<file path="config.mk">
export PLATFORM = sky130hd
export DESIGN_NAME = mole_game_ctrl
export DESIGN_NICKNAME = d
export VERILOG_FILES = /design/src/rtl/mole_game_ctrl.sv
export SDC_FILE = /design/constraint.sdc
export NUM_CORES = 1
export LEC_CHECK = 0
export BUFFER_PORTS_ARGS = -buffer_cell sky130_fd_sc_hd__buf_2
export CORE_UTILIZATION = 58
export CTS_CLUSTER_SIZE = 16
export DETAILED_ROUTE_END_ITERATION = 7
export PLACE_DENSITY = 0.79
export RECOVER_POWER = 50
export SYNTH_ARGS = -nofsm -noshare
export SYNTH_HDL_FRONTEND = slang
export SYNTH_SLANG_ARGS = --single-unit
export TNS_END_PERCENT = 1
</file>
<file path="constraint.sdc">
create_clock -name clk -period 2.5 [get_ports clk]
set_clock_uncertainty 0.05 [all_clocks]
set_input_delay 0 -clock clk [delete_from_list [all_inputs] [get_ports clk]]
set_output_delay 0 -clock clk [all_outputs]
set_load 0.03 [all_outputs]
</file>
<file path="src/rtl/mole_game_ctrl.sv">
`default_nettype none
// ============================================================================
//  Module      : mole_game_ctrl
//  Description : Whack-A-Mole game phase FSM, countdown, mole placement, score.
//  Revision    : 1.0 - initial release
// ============================================================================
module mole_game_ctrl #(
    parameter int CLK_DIV    = 100_000_000,
    parameter int GAME_TIME  = 30,
    parameter int MOLE_TICKS = 3,
    parameter int NUM_MOLES  = 4
) (
    input  logic                 clk,
    input  logic                 reset,
    input  logic                 start,
    input  logic [NUM_MOLES-1:0] btn,
    output logic [1:0]           select,
    output logic [31:0]          score,
    output logic [7:0]           time_left,
    output logic [NUM_MOLES-1:0] mole
);

    localparam int c_IDX_W   = $clog2(NUM_MOLES);
    localparam int c_DIV_W   = $clog2(CLK_DIV);
    localparam int c_DWELL_W = $clog2(MOLE_TICKS + 1);
    localparam logic [NUM_MOLES-1:0] c_MOLE_ONE = {{(NUM_MOLES-1){1'b0}}, 1'b1};
    localparam logic [15:0] c_LFSR_SEED = 16'hACE1;

    typedef enum logic [1:0] {
        ST_IDLE = 2'b00,
        ST_PLAY = 2'b01,
        ST_OVER = 2'b10
    } state_t;

    state_t                 r_state;
    logic [15:0]            r_lfsr;
    logic [c_IDX_W-1:0]     r_idx;
    logic [NUM_MOLES-1:0]   r_mole;
    logic [c_DIV_W-1:0]     r_presc;
    logic [c_DWELL_W-1:0]   r_dwell;
    logic [31:0]            r_score;
    logic [7:0]             r_time;

    logic                   w_fb;
    logic [c_IDX_W-1:0]     w_cand_raw;
    logic [c_IDX_W-1:0]     w_cand;
    logic [NUM_MOLES-1:0]   w_cand_hot;
    logic                   w_tick;
    logic                   w_hit;
    logic                   w_reloc;

    assign w_fb       = r_lfsr[15] ^ r_lfsr[13] ^ r_lfsr[12] ^ r_lfsr[10];
    assign w_cand_raw = r_lfsr[c_IDX_W-1:0];
    // Never re-place the mole where it already is; power-of-two count makes +1 wrap for free.
    assign w_cand     = (w_cand_raw == r_idx) ? w_cand_raw + 1'b1 : w_cand_raw;
    assign w_cand_hot = c_MOLE_ONE << w_cand;
    assign w_tick     = (r_presc == c_DIV_W'(CLK_DIV - 1));
    assign w_hit      = |(btn & r_mole);
    assign w_reloc    = w_hit || (w_tick && (r_dwell == c_DWELL_W'(MOLE_TICKS - 1)));

    always_ff @(posedge clk) begin
        if (reset) begin
            r_state <= ST_IDLE;
            r_lfsr  <= c_LFSR_SEED;
            r_idx   <= '0;
            r_mole  <= '0;
            r_presc <= '0;
            r_dwell <= '0;
            r_score <= '0;
            r_time  <= 8'(GAME_TIME);
        end else begin
            r_lfsr <= {r_lfsr[14:0], w_fb};
            case (r_state)
                ST_IDLE, ST_OVER: begin
                    r_mole <= '0;
                    if (start) begin
                        r_state <= ST_PLAY;
                        r_score <= '0;
                        r_time  <= 8'(GAME_TIME);
                        r_presc <= '0;
                        r_dwell <= '0;
                        r_idx   <= w_cand;
                        r_mole  <= w_cand_hot;
                    end
                end
                ST_PLAY: begin
                    r_presc <= w_tick ? '0 : r_presc + 1'b1;
                    if (w_hit && (r_score != 32'hFFFF_FFFF))
                        r_score <= r_score + 32'd1;
                    // The final tick wins over any relocation: the board goes dark on that edge.
                    if (w_tick && (r_time == 8'd1)) begin
                        r_time  <= 8'd0;
                        r_state <= ST_OVER;
                        r_mole  <= '0;
                        r_dwell <= '0;
                    end else begin
                        if (w_tick)
                            r_time <= r_time - 8'd1;
                        if (w_reloc) begin
                            r_idx   <= w_cand;
                            r_mole  <= w_cand_hot;
                            r_dwell <= '0;
                        end else if (w_tick) begin
                            r_dwell <= r_dwell + 1'b1;
                        end
                    end
                end
                default: begin
                    r_state <= ST_IDLE;
                    r_mole  <= '0;
                end
            endcase
        end
    end

    assign select    = r_state;
    assign score     = r_score;
    assign time_left = r_time;
    assign mole      = r_mole;

endmodule
`default_nettype wire
</file>
==> flow_metrics.tcl <==
set metrics [dict create \
    finalWeightedCongestion 0.905 \
    drc 0 \
    ys_types 66 \
    ant_nets 0 \
    finalCritPeriodShare_pct 93.4 \
    hp-class "in -> reg" \
    cp.required_ns 2.72 \
    min_period_ns 2.34 \
    synth-edff-count 0 \
    cts_tree "yes" \
    wl_per_cell_um 15.7 \
    rsz0062_at_grt "no" \
    pwr-share-seq_pct 53.5 \
    cp.arrival_ns 2.55 \
    synth_area_per_cell_sq_um 8.15 \
    p_switching_mw 0.811 \
    ys_ff_latch 93 \
    cts-htree-levels 3 \
    synthesis.area_sq_um 4690 \
    syn-num-nets 588 \
    cellPowerDensity_nw_per_um2 557 \
    ios 53 \
    reg2reg_depth 7 \
    tns_ns 0 \
    r2r-start "score[1]$_SDFFE_PP0P_" \
    layout_common_cells "dfxtp_1 (92), nor2_1 (61), a21oi_1 (48)" \
    drive_gt1_share_pct 10.5 \
    clk_latency_ns 0.37 \
    cp-end-kind "flip-flop" \
    firstDrtPassIters 7 \
    synth-main-ff-cell "dfxtp_1" \
    drv_cap 0 \
    ir_drop_mv 0.424 \
    reg2reg_to "score[9]$_SDFFE_PP0P_" \
    grt.overflow.total 0 \
    fp-row-count 32 \
    fmax_ghz 0.428 \
    antenna_found_initial 0 \
    cp_max_fo 14 \
    critical-path-top-delay-family "simple AND/OR/NAND/NOR gates" \
    crit_cells 7 \
    grt_first_pass_wirelength_mm 19.1 \
    total_power_mw 2.90 \
    yosysSeqAreaShare_pct 39.7 \
    numCtsBuffers 9 \
    clock_path_buffers 2 \
    critPathLaunch "score[1]$_SDFFE_PP0P_" \
    p_sw_share_pct 27.9 \
    die_area_sq_um 8460 \
    hold_viol 0 \
    status "completed" \
    path_buf_inv 1 \
    routed_wirelength_mm 11.5 \
    dp_hpwl_mm 8.08 \
    setup_viol 0 \
    p_int_mw 2.09 \
    first_global_vias 4140 \
    rrSetupSlack_ns 0.16 \
    core_area_sq_um 7770 \
    grt_start_max_net_pins 47 \
    cts_num_sinks 93 \
    clkTransAtPathRegs_ns 0.10 \
    yosysWarnings 0 \
    crit_chain "ha_1 -> nand4_1 -> or4_4 -> o31ai_4 -> buf_4 -> nand2_4 -> a311oi_1" \
    worstSetupEndpoint "score[9]$_SDFFE_PP0P_" \
    cp_slowest_cell "or4_4" \
    diodes 0 \
    relSlewSlack_pct 29.6 \
    cts_root_buf "clkbuf_8" \
    start_util_pct 60.4 \
    nFillCells 713 \
    die_y_um 92.0 \
    track_usage_pct 27.8 \
    drt_iter0_markers 269 \
    die_w_um 92.0 \
    path_class "reg -> reg" \
    p_leak_nw 1.80 \
    port_buffers 52 \
    via_per_inst 6.20 \
    layout.nets 637 \
    synth_cells 576 \
    cpPeakStageDelay_ns 0.52 \
    area_delta_synth_final_pct 11.2 \
    vias 4540 \
    worst_pin_slew_ns 1.06 \
    report.final.slew_viol_count 0 \
    final_common_cell "dfxtp_1" \
    pwr-share-clk_pct 35.3 \
    p_comb_share_pct 11.2 \
    ys_async_sr_fraction_pct 0 \
    critPathLaunchType "flip-flop" \
]
## tightest hold or removal path: stages
cell and delay (ns):
buf_2 0.07, a22o_1 0.16, or3_1 0.20, or4_1 0.14, a21oi_1 0.06
## worst min-delay path by stage
stage	start	endpoint	slack, ns	cells past startpoint
after floorplan	start	select[1]$_SDFFE_PP0P_	0.12	3
after global placement	start	select[1]$_SDFFE_PP0P_	0.26	4
after detailed placement	start	select[1]$_SDFFE_PP0P_	0.27	4
after CTS	reset	r_dwell[0]$_SDFFE_PP0P_	0.01	2
after global routing	btn[3]	r_dwell[0]$_SDFFE_PP0P_	0.31	5
final	btn[3]	r_dwell[0]$_SDFFE_PP0P_	0.25	5
## layer usage
metal	global-route usage, %	routed length, um
met5	0	0
met4	11.2	208
met3	4.64	562
met2	47.9	5710
met1	34.4	5020
## final cells by class
cell class / instances / area (sq um) / area share [%]
clock buffers: 9 / 124 / 2.37
repair buffers: 72 / 349 / 6.69
multi-input cells: 440 / 2650 / 50.7
well taps: 102 / 128 / 2.45
clock inverters: 7 / 73.8 / 1.41
flip-flops and latches: 93 / 1860 / 35.7
inverters: 9 / 33.8 / 0.647
## power groups by stage
| stage | sequential, mW | clock [mW] | combinational [mW] |
|---|---|---|---|
| 2_1_floorplan | 1.59 | 0 | 0.228 |
| 3_3_place_gp | 1.59 | 0 | 0.320 |
| 3_5_place_dp | 1.59 | 0 | 0.327 |
| 4_1_cts | 1.55 | 1.04 | 0.329 |
| 5_1_grt | 1.56 | 1.10 | 0.360 |
| 6_report | 1.55 | 1.02 | 0.325 |
## state kept, by name, summed over array words and instances (netlist names)
name,count
select,2
score,32
r_presc,27
r_lfsr,16
time_left,8
mole,4
r_dwell,2
r_idx,2
## per-stage QoR
stage                     hold WS (ns)  utilization [%]  area, sq um  cells  setup WS, ns
after floorplan                  0.119                -         4690    576         0.206
after global placement           0.260             65.3         5070    715         0.257
after detailed placement         0.270             65.3         5070    715         0.198
after CTS                       0.0130             67.9         5280    732         0.162
after global routing             0.308             67.2         5220    732        0.0194
final                            0.247             67.2         5220    732         0.165
## cells in the mapped netlist (3+ instances only)
master / count / share of area, %
dfxtp_1: 93 / 40
nor2_1: 61 / 4.9
a21oi_1: 48 / 5.1
nand2_1: 45 / 3.6
nand3_1: 37 / 3.9
o21ai_0: 29 / 3.1
clkbuf_1: 23 / 1.8
a31oi_1: 19 / 2.5
nand4_1: 17 / 2.3
and3_1: 15 / 2.0
nor3_1: 12 / 1.3
and4_1: 11 / 2.1
a311oi_1: 10 / 1.9
or3_1: 10 / 1.3
xnor2_1: 10 / 1.9
inv_1: 9 / 0.72
nor2b_1: 9 / 1.2
or2_2: 8 / 1.1
nor4_1: 7 / 0.93
o21ai_1: 7 / 0.75
xor2_1: 7 / 1.3
o31ai_1: 6 / 0.96
or4_1: 6 / 0.96
a41oi_1: 5 / 0.93
buf_2: 5 / 0.53
ha_1: 5 / 1.3
nand2b_1: 5 / 0.67
o211ai_1: 4 / 0.64
a22o_1: 3 / 0.56
and2_1: 3 / 0.40
buf_1: 3 / 0.24
nor3_2: 3 / 0.64
o21a_1: 3 / 0.48
## timing repair
| item | 4_1_cts | 5_1_grt |
|---|---|---|
| buffers inserted | 0 | 0 |
| setup endpoints to repair | 0 | 15 |
| hold buffers | 1 | 0 |
| gates resized for setup | 0 | 2 |
| endpoints found under the hold margin | 1 | 0 |
## kinds of logic after synthesis
logic type / synth area share (%)
flip-flops: 39.7
AO/OA/AOI/OAI: 20.0
XOR/XNOR: 3.17
adder cells (fa/ha/maj): 1.33
AND/OR/NAND/NOR: 31.1
buffers and inverters: 4.03
multiplexers: 0.666
No activity file was read; power rests on OpenSTA's default activity.
